File: src/rtl/r2sdf_frame_ctrl.sv
// r2sdf_frame_ctrl: frame sequencer for a radix-2 SDF FFT pipeline (input framing, in-flight tracking, output framing, error flags)
module r2sdf_frame_ctrl #(
    parameter int N            = 3,
    parameter int MAX_INFLIGHT = 2,
    parameter int TIMEOUT      = 64
) (
    input  logic         clk,
    input  logic         reset,
    input  logic         enable,
    input  logic         clr_err,
    input  logic         in_valid,
    output logic         in_ready,
    output logic         bf_start_ip,
    output logic         bf_sample_en,
    output logic         bf_zero,
    output logic [N-1:0] in_idx,
    input  logic         bf_start_op,
    output logic         out_valid,
    output logic [N-1:0] out_idx,
    output logic         out_last,
    output logic         frame_done,
    output logic [2:0]   inflight,
    output logic         busy,
    output logic         err_underrun,
    output logic         err_timeout,
    output logic         err_spurious
);
    localparam int AW = $clog2(TIMEOUT + 1);

    typedef enum logic {IDLE, RUN} in_state_t;
    typedef enum logic {O_IDLE, O_DRAIN} out_state_t;

    in_state_t   in_st_q, in_st_d;
    out_state_t  out_st_q, out_st_d;
    logic [N-1:0] in_idx_q, in_idx_d, out_idx_q, out_idx_d;
    logic [2:0]   inflight_q, inflight_d, cnt_q, cnt_d, cnt_mid;
    logic [AW-1:0] age_q [MAX_INFLIGHT];
    logic [AW-1:0] age_d [MAX_INFLIGHT];
    logic [AW-1:0] age_inc [MAX_INFLIGHT];
    logic room, start, last, accept, spur, tmo, pop;
    logic err_u_q, err_t_q, err_s_q;

    // Back-to-back frames fall out of returning to IDLE after F-1: IDLE starts combinationally, so no gap.
    assign room         = inflight_q < 3'(MAX_INFLIGHT);
    assign in_ready     = (in_st_q == RUN) | (enable & room);
    assign start        = (in_st_q == IDLE) & in_valid & in_ready;
    assign bf_start_ip  = start;
    assign bf_sample_en = (in_st_q == RUN) | start;
    assign bf_zero      = (in_st_q == RUN) & ~in_valid;
    assign in_idx       = in_idx_q;

    always_comb begin
        in_st_d  = in_st_q;
        in_idx_d = in_idx_q;
        if (in_st_q == IDLE) begin
            if (start) begin
                in_st_d  = RUN;
                in_idx_d = N'(1);
            end
        end else begin
            in_idx_d = in_idx_q + 1'b1;
            if (&in_idx_q) in_st_d = IDLE;
        end
    end

    assign last   = (out_st_q == O_DRAIN) & (&out_idx_q);
    assign accept = bf_start_op & (cnt_q != '0) & ((out_st_q == O_IDLE) | last);
    assign spur   = bf_start_op & ~accept;
    assign tmo    = (cnt_q != '0) & (age_q[0] >= AW'(TIMEOUT)) & ~accept;
    assign pop    = accept | tmo;

    assign out_st_d  = accept ? O_DRAIN : (last ? O_IDLE : out_st_q);
    assign out_idx_d = accept ? '0 : ((out_st_q == O_DRAIN) ? out_idx_q + 1'b1 : out_idx_q);

    // Age queue: head at index 0; every entry ages (saturating) so each frame's age counts from its own start.
    always_comb begin
        cnt_mid = cnt_q - {2'b0, pop};
        for (int i = 0; i < MAX_INFLIGHT; i++) begin
            age_inc[i] = (&age_q[i]) ? age_q[i] : age_q[i] + 1'b1;
            age_d[i]   = age_inc[i];
        end
        if (pop) begin
            for (int i = 0; i < MAX_INFLIGHT - 1; i++) age_d[i] = age_inc[i + 1];
            age_d[MAX_INFLIGHT-1] = '0;
        end
        for (int i = 0; i < MAX_INFLIGHT; i++)
            if (start && cnt_mid == 3'(i)) age_d[i] = AW'(1);
        cnt_d = cnt_mid + {2'b0, start};
    end

    assign inflight_d = inflight_q + {2'b0, start} - {2'b0, last} - {2'b0, tmo};

    always_ff @(posedge clk) begin
        if (reset) begin
            in_st_q    <= IDLE;
            out_st_q   <= O_IDLE;
            in_idx_q   <= '0;
            out_idx_q  <= '0;
            inflight_q <= '0;
            cnt_q      <= '0;
            age_q      <= '{default: '0};
            err_u_q    <= 1'b0;
            err_t_q    <= 1'b0;
            err_s_q    <= 1'b0;
        end else begin
            in_st_q    <= in_st_d;
            out_st_q   <= out_st_d;
            in_idx_q   <= in_idx_d;
            out_idx_q  <= out_idx_d;
            inflight_q <= inflight_d;
            cnt_q      <= cnt_d;
            age_q      <= age_d;
            err_u_q    <= (err_u_q & ~clr_err) | bf_zero;
            err_t_q    <= (err_t_q & ~clr_err) | tmo;
            err_s_q    <= (err_s_q & ~clr_err) | spur;
        end
    end

    assign out_valid    = out_st_q == O_DRAIN;
    assign out_idx      = out_idx_q;
    assign out_last     = last;
    assign frame_done   = last;
    assign inflight     = inflight_q;
    assign busy         = (in_st_q == RUN) | (inflight_q != '0);
    assign err_underrun = err_u_q;
    assign err_timeout  = err_t_q;
    assign err_spurious = err_s_q;
endmodule
File: config.mk
export PLATFORM = sky130hd
export DESIGN_NAME = r2sdf_frame_ctrl
export DESIGN_NICKNAME = d
export VERILOG_FILES = /design/src/rtl/r2sdf_frame_ctrl.sv
export SDC_FILE = /design/constraint.sdc
export NUM_CORES = 1
export LEC_CHECK = 0
export ABC_AREA = 1
export BUFFER_PORTS_ARGS = -buffer_cell sky130_fd_sc_hd__buf_2
export CAP_MARGIN = 20
export CORE_ASPECT_RATIO = 1.4
export CORE_MARGIN = 4
export CORE_UTILIZATION = 50
export DETAILED_ROUTE_END_ITERATION = 7
export PLACE_DENSITY_LB_ADDON = 0.25
export SETUP_SLACK_MARGIN = 0.02
export SYNTH_ARGS = -nofsm -noshare
export SYNTH_HDL_FRONTEND = slang
export SYNTH_SLANG_ARGS = --single-unit
File: constraint.sdc
create_clock -name clk -period 3 [get_ports clk]
set_input_delay 0.45 -clock clk [delete_from_list [all_inputs] [get_ports clk]]
set_output_delay 0.45 -clock clk [all_outputs]
set_load 0.03 [all_outputs]
# ---- Word level (Yosys, flattened, before mapping)
# Cells that the tools add are included.
dict set report word_totals {
  rom_bits 0
  latch_bits 0
  ff_bits 31
  input_bits 6
  ram_bits 0
  memories 0
}
dict set report classes {
  eq_ne 3
  mux 12
  bitwise 26
  add_sub_neg 9
  n_mul 0
  reduce_logical 14
  n_div 0
  n_shift 0
  magnitude_cmp 2
}
# cell n
set op_table {}
lappend op_table {{7-bit by 1-bit adder with 7-bit output (second input constant)} 2}
lappend op_table {{14-bit 2-to-1 mux} 1}
lappend op_table {{7-bit 2-to-1 mux} 2}
lappend op_table {{7-bit AND reduction} 2}
lappend op_table {{1-bit AND} 13}
lappend op_table {{3-bit by 1-bit subtractor with 3-bit output} 3}
lappend op_table {{1-bit OR} 8}
lappend op_table {{7-bit >= comparator (second input constant)} 1}
lappend op_table {{1-bit 2-to-1 mux} 7}
lappend op_table {{3-bit by 1-bit adder with 3-bit output} 2}
lappend op_table {{3-bit by 1-bit adder with 3-bit output (second input constant)} 2}
lappend op_table {{3-bit 2-to-1 mux} 2}
lappend op_table {{3-bit AND reduction} 2}
lappend op_table {{3-bit nonzero test} 2}
lappend op_table {{1-bit NOT} 5}
lappend op_table {{2-bit nonzero test} 2}
lappend op_table {{2-bit OR reduction} 2}
lappend op_table {{3-bit by 1-bit == test with 1-bit output (second input constant)} 1}
lappend op_table {{3-bit logical NOT} 1}
lappend op_table {{3-bit by 2-bit less-than comparator with 1-bit output (second input constant)} 1}
lappend op_table {{3-bit by 2-bit != test with 1-bit output (second input constant)} 1}
lappend op_table {{3-bit OR reduction} 1}
lappend op_table {{1-bit logical AND} 2}
lappend op_table {{2-bit != test (second input constant)} 1}

# ---- Depth between registers and ports, before layout
# Gate-level depths: netlist of the first run.
dict set report depth {
  ltp_word 11
  depth_mapped 16
  ltp_nobuf 16
}

# ---- Least setup slack after synthesis of the first run
# OpenSTA, ideal clock, no wires.
dict set report synth_path {
  path_type {register to register}
  from {register out_idx_q[0], in the netlist out_idx[0]}
  to {register inflight_q[2], in the netlist inflight[2]}
  arrival_ns 2.429
  synth_period_minus_slack_ns 2.565
  path_stages_with_launch 15
  path_slack_ns 0.435
  required_ns 2.865
  setup_ns 0.135
  cell_sequence {dfxtp_1 > ha_1 > ha_1 > inv_1 > nand2_2 > nand3_2 > nand2_1 > inv_1 > fa_1 > inv_1 > ha_1 > ha_1 > xor2_1 > o21ai_0 > a21oi_1}
}
dict set report synth_via {
  elab_chain_len 7
  elab_cells_between_ends 8
}
# element line_no
set synth_rtl {}
lappend synth_rtl {{start: declaration} 35} ;# logic [N-1:0] in_idx_q, in_idx_d, out_idx_q, out_idx_d;
lappend synth_rtl {{start signal: assignment} 109} ;# out_idx_q <= out_idx_d;
lappend synth_rtl {{3-bit AND reduction *} 66} ;# assign last = (out_st_q == O_DRAIN) & (&out_idx_q);
lappend synth_rtl {{1-bit AND *} 66}
lappend synth_rtl {{parallel branches: the longest is 4 deep, another holds 3-bit by 1-bit subtractor with 3-bit output} n/a}
lappend synth_rtl {{3-bit by 1-bit subtractor with 3-bit output *} 91} ;# assign inflight_d = inflight_q + {2'b0, start} - {2'b0, last} - {2'b0, tmo};
lappend synth_rtl {{end signal: assignment} 110} ;# inflight_q <= inflight_d;
lappend synth_rtl {{end: declaration} 36} ;# logic [2:0] inflight_q, inflight_d, cnt_q, cnt_d, cnt_mid;
# Every way passes the cells marked *.
# A chain may end at the register's enable or synchronous reset.

# ---- Final worst setup path of the first run
# Ends and elaborated chain as after synthesis.

==> results.yml, run 1 <==
floorplan:
  core-area_um2: 3183
  die_area_um2: 4411
  num_rows: 24
  ios: 26
  fp.dieW_um: 57.29
  die_h_um: 77
  start_util_pct: 53.42
yosys:
  synth_top_area_cell: "dfxtp_1"
  yosysMostFrequentCell: "nand2_1"
  ys_seq_area_share_pct: 36.50
  synth_cell_types: 27
  syn-cell-area_um2: 1700
  synthTopCellsByArea: "dfxtp_1, nand2_1, inv_1"
  syn_inst: 241
  async_reset_ff_share_pct: 0
  synth_top_area_share_pct: 36.50
  yosysWarnings: 0
  ys_top_cells_by_count: "nand2_1, inv_1, dfxtp_1"
  syn_nets: 261
  synth-seq-cells: 31
  avgSynthCellArea_um2: 7.056
  synth_top_flop_cell: "dfxtp_1"
  synth_edf_count: 0
grt:
  grt_use_total_pct: 16.35
  grt_pass1_vias: 1421
  grt_max_degree: 15
  antenna_found_initial: 0
  overflow: 0
  grt_pass1_wl_um: 5754
worst_setup_path:
  critPathLaunch: "out_idx[0]$_SDFFE_PP0P_"
  timing.rr.end: "inflight[2]$_SDFF_PP0_"
  cp-end-kind: "register"
  crit_family: "adder cells"
  crit_top_cell: "ha_1"
  reg2reg_slack_ns: 0.53
  r2r-start: "out_idx[0]$_SDFFE_PP0P_"
  path_max_fanout: 6
  crit_cells: 14
  endpoint: "inflight[2]$_SDFF_PP0_"
  path_cells: "ha_1, ha_1, inv_1, nand2_2, nand3_2, nand2_1, inv_1, fa_1, inv_1, ha_1, ha_1, xor2_1, o21ai_0, a21oi_1"
  cp_num_buf_inv: 3
  r2r_cells: 14
  worstSetupStartpointType: "register"
  slowest_stage: "fa_1"
  path_class: "register to register"
  required_ns: 3.17
  crit_arrival_ns: 2.64
  max_stage_delay_ns: 0.47
route:
  totalWireLength_um: 3265
  viasPerCell: 4.865
  dr.pass1.iters: 4
  via_count: 1513
  drc: 0
  postRouteAntennaNets: 0
  wire_per_inst_um: 10.50
  initialDrtViolationCount: 34
finish:
  regArea_um2: 620.6
  final_cell_count_no_fill: 311
  multi_input_area_um2: 860.8
  final_nets: 291
  fill_cells: 326
  final_design_area_no_fill_um2: 1952
  drive_gt1_share_pct: 18.38
  area_growth_pct: 14.79
  insertedDiodeCount: 0
clock_tree:
  cts_buffer_depth: 2
  post_cts_buffers: 0
  postCtsHoldBufs: 0
  numCtsBuffers: 5
  clockRootBuffer: "clkbuf_8"
  cts_resized: 0
  path_clk_slew_ns: 0.07
  htree_levels: 2
  cts_tree: "yes"
  insertion_delay_ns: 0.29
  cts.sinks: 31
sta:
  fin_tns_setup_ns: 0
  period_needed_ns: 2.472
  hold_slack_ns: 0.4395
  finalSetupViolCount: 0
  hold_viol: 0
  final_max_slew_viol_count: 0
  maxSlewHeadroom_pct: 77.58
  worst_pin_slew_ns: 0.3339
  skew_ns: 0.004943
  fmax_mhz: 404.6
  timing.final.crit_share_pct: 82.39
  rsz0062_at_grt: "false"
placed_design:
  post_dp_cell_area_um2: 1863
  gp_congestion: 0.7827
  dp.final_hpwl_um: 2572
  dp.cells: 303
  portBuffers: 25
power:
  peakVddDrop_uv: 694.0
  power_leakage_nw: 1.079
  powerDensity_nw_per_um2: 812.0
status:
  status: "completed"
flow_run:
  drv_cap: 0
worst_hold_path:
  min_path_type: "primary input to register"
-- stage by stage --
stage / total power [mW] / worst slack, ns / utilization, %
6_report: 1.585 / 0.5283 / 61.32
3_3_place_gp: 1.260 / 0.6258 / 58.53
3_5_place_dp: 1.273 / 0.5298 / 58.53
2_1_floorplan: 1.115 / 0.4352 / -
4_1_cts: 1.605 / 0.5158 / 61.32
5_1_grt: 1.730 / 0.3416 / 61.32
-- area by class of cell --
class,instances,area share (%)
multi-input combinational,154,44.10
sequential,31,31.79
inverter,54,10.64
timing repair buffer,25,6.410
clock buffer,5,3.526
tap,39,2.500
clock inverter,3,1.026
-- how the worst min path moves through the flow --
stage                            start                      end  slack, ns  depth (start not counted)
6_report                       clr_err  err_underrun$_SDFF_PP0_       0.44                          4
5_1_grt                        clr_err  err_underrun$_SDFF_PP0_       0.46                          4
4_1_cts                        clr_err  err_underrun$_SDFF_PP0_       0.43                          4
3_5_place_dp   err_underrun$_SDFF_PP0_  err_underrun$_SDFF_PP0_       0.45                          2
3_3_place_gp   err_underrun$_SDFF_PP0_  err_underrun$_SDFF_PP0_       0.45                          2
2_1_floorplan      age_q[6]$_SDFF_PP0_      age_q[6]$_SDFF_PP0_       0.46                          2
-- metal layers --
metal,up-vias,routed length [µm],part of all wire [%],global-route usage [%]
met5,-,0,0,0
met4,0,96,2.9,6.729
met2,25,1724,53,30.66
met1,679,1317,40,16.17
met3,10,126,3.9,4.706
li1,799,-,-,-
-- cells in the final DEF (no fill, tap or decap), drive strengths merged, types with 2 or more instances in the layout --
cell / netlist / routed
nor2: 25 / 25
nand2: 64 / 64
dfxtp: 31 / 31
clkinv: 1 / 2
clkbuf: 1 / 5
nand4: 3 / 3
inv: 53 / 53
nor3: 2 / 2
o21ai: 6 / 6
clkinvlp: 0 / 2
ha: 13 / 13
xnor2: 3 / 3
a21oi: 13 / 13
buf: 1 / 25
nand3: 20 / 20
xor2: 2 / 2
-- where the power goes --
group	internal [mW]	switching, mW
Clock	0.161	0.167
Combinational	0.230	0.457
Sequential	0.497	0.0724
-- flip-flops by register name (all words and copies together), names as in the netlist --
name	cells
cnt_q	3
out_valid	1
age_q	14
err_spurious	1
out_idx	3
err_underrun	1
in_idx	3
inflight	3
in_st_q	1
err_timeout	1
-- logic make-up (layout without fill, tap and decap cells) --
kind of cell             after synthesis  in the layout  synth area share (%)
AND/OR/NAND/NOR                      115            115                 31.05
buffers and inverters                 56             87                 12.88
flip-flops                            31             31                 36.50
AO/OA/AOI/OAI                         20             20                 6.254
adder cells (fa/ha/maj)               14             14                 10.74
XOR/XNOR                               5              5                 2.576
-- worst reg2reg max path: cells and delay by family (launching register included) --
kind | cells | cell delay, ns
buffers and inverters | 3 | 0.15
flip-flops | 1 | 0.37
AO/OA/AOI/OAI | 2 | 0.22
XOR/XNOR | 1 | 0.15
AND/OR/NAND/NOR | 3 | 0.35
adder cells (fa/ha/maj) | 5 | 1.13
No activity file was read; power rests on OpenSTA's default activity.
==> run 2: changes to the inputs <==
==> constraint.sdc (replaced) <==
create_clock -name clk -period 2.1 [get_ports clk]
set_input_delay 0.315 -clock clk [delete_from_list [all_inputs] [get_ports clk]]
set_output_delay 0.315 -clock clk [all_outputs]
set_load 0.03 [all_outputs]
==> run 2 against run 1 <==
  * The run now ends with setup timing left
  * Register-to-register slack worse by 0.68 ns
  * Fmax up 9.6%
  * Clock skew up 0.0028 ns
  * Routed wire length up 14%
  * Total power up 70%
  * Flip-flop and latch count unchanged
  * Core utilization up 10 points
  * Global-route usage up 2.1 points
  * Die area unchanged
  * Clock-buffer cell count up 1
  * Final cell count up 6.4%
  * First-iteration DRC count rose to 2.6 times the previous value
  * Highest routed layer unchanged
==> results.yml, run 2 (synthesized netlist as in run 1, its figures left out) <==
power:
  power_leakage_nw: 1.179
  p_clk_share_pct: 17.5
  power_switching_share_pct: 41.83
  total_power_mw: 2.700
  powerDensity_nw_per_um2: 1182
  power.switching_mw: 1.129
  p_int_mw: 1.570
  peakVddDrop_uv: 868.7
  power_frac_seq_pct: 30.1
  power_frac_comb_pct: 52.4
finish:
  max_flop_register: "age_q"
  regArea_um2: 634.4
  multi_input_area_um2: 1015
  insertedDiodeCount: 0
  final_design_area_no_fill_um2: 2283
  final_nets: 312
  area_growth_pct: 34.29
  drive_gt1_share_pct: 35.96
  fill_cells: 285
  layout_commonest_cell: "nand2_1"
  layout_common_cells: "nand2_1, inv_1, dfxtp_1"
  largest_register_ffs: 14
worst_setup_path:
  crit_family: "adder cells"
  r2r-start: "out_idx[1]$_SDFFE_PP0P_"
  worstSetupStartpointType: "register"
  r2r_cells: 18
  crit_arrival_ns: 2.44
  path_class: "register to register"
  cp-end-kind: "register"
  required_ns: 2.28
  crit_cells: 18
  timing.rr.end: "age_q[10]$_SDFFE_PP0P_"
  max_stage_delay_ns: 0.35
  critPathLaunch: "out_idx[1]$_SDFFE_PP0P_"
  path_max_fanout: 4
  slowest_stage: "dfxtp_4"
  crit_top_cell: "ha_4"
  endpoint: "age_q[10]$_SDFFE_PP0P_"
  path_cells: "ha_4, ha_4, inv_2, nand2_2, nand3_4, buf_4, buf_6, buf_6, nand2_4, ha_4, ha_4, nand2_1, inv_1, nand3_2, nand2_2, inv_2, nand2_1, inv_1"
  cp_num_buf_inv: 7
  reg2reg_slack_ns: -0.15
grt:
  overflow: 0
  grt_pass1_vias: 1581
  antenna_found_initial: 0
  grt_pass1_wl_um: 6472
  grt_use_total_pct: 18.46
  grt_max_degree: 15
clock_tree:
  path_clk_slew_ns: 0.06
  htree_levels: 2
  clockRootBuffer: "clkbuf_8"
  postCtsHoldBufs: 0
  insertion_delay_ns: 0.28
  numCtsBuffers: 5
  cts_buffer_depth: 2
  cts.sinks: 31
  cts_tree: "yes"
floorplan:
  die_area_um2: 4411
  fp.dieW_um: 57.29
  start_util_pct: 53.42
  ios: 26
  num_rows: 24
  die_h_um: 77
  core-area_um2: 3183
sta:
  finalWorstSetupSlack_ns: -0.1544
  skew_ns: 0.007698
  fmax_mhz: 443.6
  hold_viol: 0
  final_max_slew_viol_count: 0
  worst_pin_slew_ns: 0.2880
  period_needed_ns: 2.254
  hold_slack_ns: 0.3037
  fin_tns_setup_ns: -1.315
  finalSetupViolCount: 14
  maxSlewHeadroom_pct: 80.78
  rsz0062_at_grt: "true"
  timing.final.crit_share_pct: 107.4
placed_design:
  dp.final_hpwl_um: 2752
  post-place-ws_ns: -0.1755
  gp_congestion: 0.7880
  portBuffers: 25
  post_dp_cell_area_um2: 2042
route:
  initialDrtViolationCount: 88
  postRouteAntennaNets: 0
  wire_per_inst_um: 11.24
  drc: 0
  totalWireLength_um: 3721
  via_count: 1624
  dr.pass1.iters: 4
  viasPerCell: 4.906
worst_hold_path:
  min_path_cells: 4
  min_path_type: "primary input to register"
status:
  status: "complete, but fails checks"
  violations: "setup timing"
flow_run:
  drv_cap: 0
[run 2: changes by cell type in the layout (fill, tap and decap cells not counted), moves of 3 or more]
cell / change
ha_1: -8
dfxtp_4: +3
nand2_1: -5
nor2_2: +3
dfxtp_1: -5
inv_2: +8
inv_1: -8
ha_4: +6
buf_4: +19
nor2_1: -3
nand2_2: +4
[run 2: metal layers]
layer	track usage (%)	vias up	wire length [µm]
met5	0	-	0
li1	-	839	-
met1	19.48	732	1454
met3	3.529	14	129
met4	8.817	0	135
met2	33.87	39	2001
[run 2: repair_timing]
action / 4_1_cts / 5_1_grt
pin swaps: 6 / 14
endpoints found under the setup margin: 15 / 17
gates resized for setup: 6 / 24
buffers inserted: 2 / 4
[run 2: worst min path at each step]
stage / startpoint / end
after floorplan: reset / in_idx[1]$_SDFFE_PP0P_
after global placement: err_underrun$_SDFF_PP0_ / err_underrun$_SDFF_PP0_
after detailed placement: err_timeout$_SDFF_PP0_ / err_timeout$_SDFF_PP0_
after CTS: in_valid / err_underrun$_SDFF_PP0_
after global routing: in_valid / err_underrun$_SDFF_PP0_
final: in_valid / err_underrun$_SDFF_PP0_
[run 2: worst min-delay path: stages]
cell,delay [ns]
buf_2,0.09
nor2_1,0.05
inv_1,0.04
a21oi_1,0.05
[run 2: final cells by class]
type	instances	area share, %
Multi-Input combinational cell	154	44.44
Tap cell	39	2.137
Sequential cell	31	27.78
Clock inverter	1	0.2192
Timing Repair Buffer	46	12.71
Clock buffer	6	3.616
Inverter	54	9.096
[run 2: power groups by stage]
| stage | clock (mW) | combinational (mW) | sequential, mW |
|---|---|---|---|
| after floorplan | 0 | 0.725 | 0.914 |
| after global placement | 0 | 1.16 | 0.817 |
| after detailed placement | 0 | 1.18 | 0.817 |
| after CTS | 0.488 | 1.28 | 0.807 |
| after global routing | 0.521 | 1.59 | 0.830 |
| final | 0.473 | 1.42 | 0.811 |
[run 2: metrics by stage]
stage | utilization, % | instances
final | 71.74 | 331
after global routing | 71.74 | 331
after CTS | 68.75 | 327
after detailed placement | 64.15 | 318
after global placement | 64.15 | 318
after floorplan | - | 241
==> run 3: changes to the inputs <==
--- a/config.mk
+++ b/config.mk
@@ -9,10 +9,12 @@
 export BUFFER_PORTS_ARGS = -buffer_cell sky130_fd_sc_hd__buf_2
 export CAP_MARGIN = 20
 export CORE_ASPECT_RATIO = 1.4
-export CORE_MARGIN = 4
+export CORE_MARGIN = 2
 export CORE_UTILIZATION = 50
 export DETAILED_ROUTE_END_ITERATION = 7
+export GPL_TIMING_DRIVEN = 0
 export PLACE_DENSITY_LB_ADDON = 0.25
+export REMOVE_ABC_BUFFERS = 1
 export SETUP_SLACK_MARGIN = 0.02
 export SYNTH_ARGS = -nofsm -noshare
 export SYNTH_HDL_FRONTEND = slang
==> run 3 against run 2 <==
  * The run still ends with setup timing left
  * Worst hold slack better by 0.00056 ns
  * Clock power is 8.7% higher
  * Setup slack improved by 0.039 ns
  * Sequential share of layout area grew 1.2 points
  * Combinational power decreased by 18%
==> results.yml, run 3 (synthesized netlist as in run 1, its figures left out) <==
finish:
  largest_register_ffs: 14
  final_design_area_no_fill_um2: 2147
  fill_cells: 319
  insertedDiodeCount: 0
  max_flop_register: "age_q"
  final_nets: 301
  layout_common_cells: "nand2_1, inv_1, dfxtp_1"
  fin_util_pct: 64.75
  drive_gt1_share_pct: 28.37
  layout_commonest_cell: "nand2_1"
  area_growth_pct: 26.27
worst_setup_path:
  crit_top_cell: "ha_4"
  path_cells: "ha_4, ha_4, inv_2, nand2_4, nand3_4, nand2_4, inv_2, fa_2, inv_2, ha_4, ha_4, xor2_2, o21ai_1, a21oi_1"
  crit_family: "adder cells"
  cp-end-kind: "register"
  crit_arrival_ns: 2.39
  required_ns: 2.28
  path_max_fanout: 3
  max_stage_delay_ns: 0.52
  cp_num_buf_inv: 3
  slowest_stage: "fa_2"
  path_class: "register to register"
  worstSetupStartpointType: "register"
clock_tree:
  insertion_delay_ns: 0.29
  cts.sinks: 31
  path_clk_slew_ns: 0.06
  clockRootBuffer: "clkbuf_8"
  numCtsBuffers: 5
  postCtsHoldBufs: 0
  cts_tree: "yes"
  htree_levels: 2
  cts_buffer_depth: 2
floorplan:
  ios: 26
  num_rows: 25
  start_util_pct: 51.28
  fp.dieW_um: 53.29
  die_area_um2: 3890
  core-area_um2: 3316
  die_h_um: 73
route:
  wl_met2_um: 1856
  initialDrtViolationCount: 37
  wl_met3_um: 123
  dr.pass1.iters: 4
  top_layer_used: "met4"
  via_count: 1533
  viasPerCell: 4.761
  wl_met1_um: 1418
  drc: 0
  postRouteAntennaNets: 0
  wire_per_inst_um: 10.81
  totalWireLength_um: 3481
power:
  peakVddDrop_uv: 960.9
  power_frac_seq_pct: 32.9
  power_switching_share_pct: 41.99
  p_int_mw: 1.452
  total_power_mw: 2.504
  powerDensity_nw_per_um2: 1166
  power_leakage_nw: 1.129
  power_frac_comb_pct: 46.6
  p_clk_share_pct: 20.5
  power.switching_mw: 1.051
grt:
  grt_pass1_wl_um: 5602
  grt_pass1_vias: 1381
  grt_use_total_pct: 19.78
  grt_max_degree: 15
  overflow: 0
  antenna_found_initial: 0
sta:
  fmax_mhz: 451.3
  final_max_slew_viol_count: 0
  skew_ns: 0.006531
  timing.final.crit_share_pct: 105.5
  maxSlewHeadroom_pct: 79.59
  worst_pin_slew_ns: 0.3057
  period_needed_ns: 2.216
  finalSetupViolCount: 16
  hold_viol: 0
  rsz0062_at_grt: "true"
  finalWorstSetupSlack_ns: -0.1158
worst_hold_path:
  min_path_type: "primary input to register"
status:
  status: "complete, but fails checks"
  violations: "setup timing"
flow_run:
  drv_cap: 0
placed_design:
  gp_congestion: 0.7349
  post_dp_cell_area_um2: 1864
  portBuffers: 25
  dp.final_hpwl_um: 2506
  post-place-ws_ns: -0.4238
==> run 3: cell count changes in the layout (fill, tap and decap cells not counted), sizes merged <==
cell	delta
buf	-11
clkbuf	+2
clkinv	-1
==> run 3: per-stage QoR <==
stage                     std cells  hold WS, ns  TNS [ns]
after CTS                       317       0.3088    -1.133
after floorplan                 239       0.3841    -3.799
final                           322       0.3043   -0.8956
after global placement          304       0.4523    -3.614
after detailed placement        304       0.4564    -3.864
after global routing            322       0.3265    -2.559
==> run 3: layer usage <==
| layer | up-vias | global-route usage [%] |
|---|---|---|
| met1 | 692 | 20.08 |
| li1 | 811 | - |
| met4 | 0 | 9.972 |
| met3 | 8 | 5.943 |
| met2 | 22 | 35.25 |
| met5 | - | 0 |
==> run 3: cell type report <==
type	count	area, µm²	area share (%)
Clock buffer	8	100.1	4.662
Timing Repair Buffer	35	200.2	9.324
Multi-Input combinational cell	154	965.9	44.99
Sequential cell	31	623.1	29.02
Tap cell	40	50.05	2.331
Inverter	54	207.7	9.674
==> run 3: repair_timing <==
| item | in CTS | in global routing |
|---|---|---|
| endpoints found under the setup margin | 19 | 18 |
| buffers inserted | 5 | 5 |
| pin swaps | 10 | 8 |
| gates resized for setup | 24 | 5 |
==> run 3: power groups by stage <==
stage	Combinational, mW	Sequential (mW)	Clock [mW]
after floorplan	0.691	0.900	0
after global placement	0.977	0.820	0
after detailed placement	0.996	0.821	0
after CTS	1.11	0.818	0.525
after global routing	1.30	0.840	0.551
final	1.17	0.824	0.514
==> run 3: worst paths after layout <==
kind / startpoint / to / slack [ns] / cells after the start
worst max-delay path: out_idx[0]$_SDFFE_PP0P_ / inflight[2]$_SDFF_PP0_ / -0.12 / 14
worst min-delay path: clr_err / err_timeout$_SDFF_PP0_ / 0.30 / 4
worst max register to register: out_idx[0]$_SDFFE_PP0P_ / inflight[2]$_SDFF_PP0_ / -0.12 / 14
worst min register to register: err_timeout$_SDFF_PP0_ / err_timeout$_SDFF_PP0_ / 0.46 / 2
==> run 3: worst reg2reg max path, stage by stage, from the launching register on <==
cell	delay [ns]
dfxtp_2	0.35
ha_4	0.14
ha_4	0.12
inv_2	0.04
nand2_4	0.06
nand3_4	0.08
nand2_4	0.09
inv_2	0.04
fa_2	0.52
inv_2	0.04
ha_4	0.15
ha_4	0.15
xor2_2	0.14
o21ai_1	0.12
a21oi_1	0.05
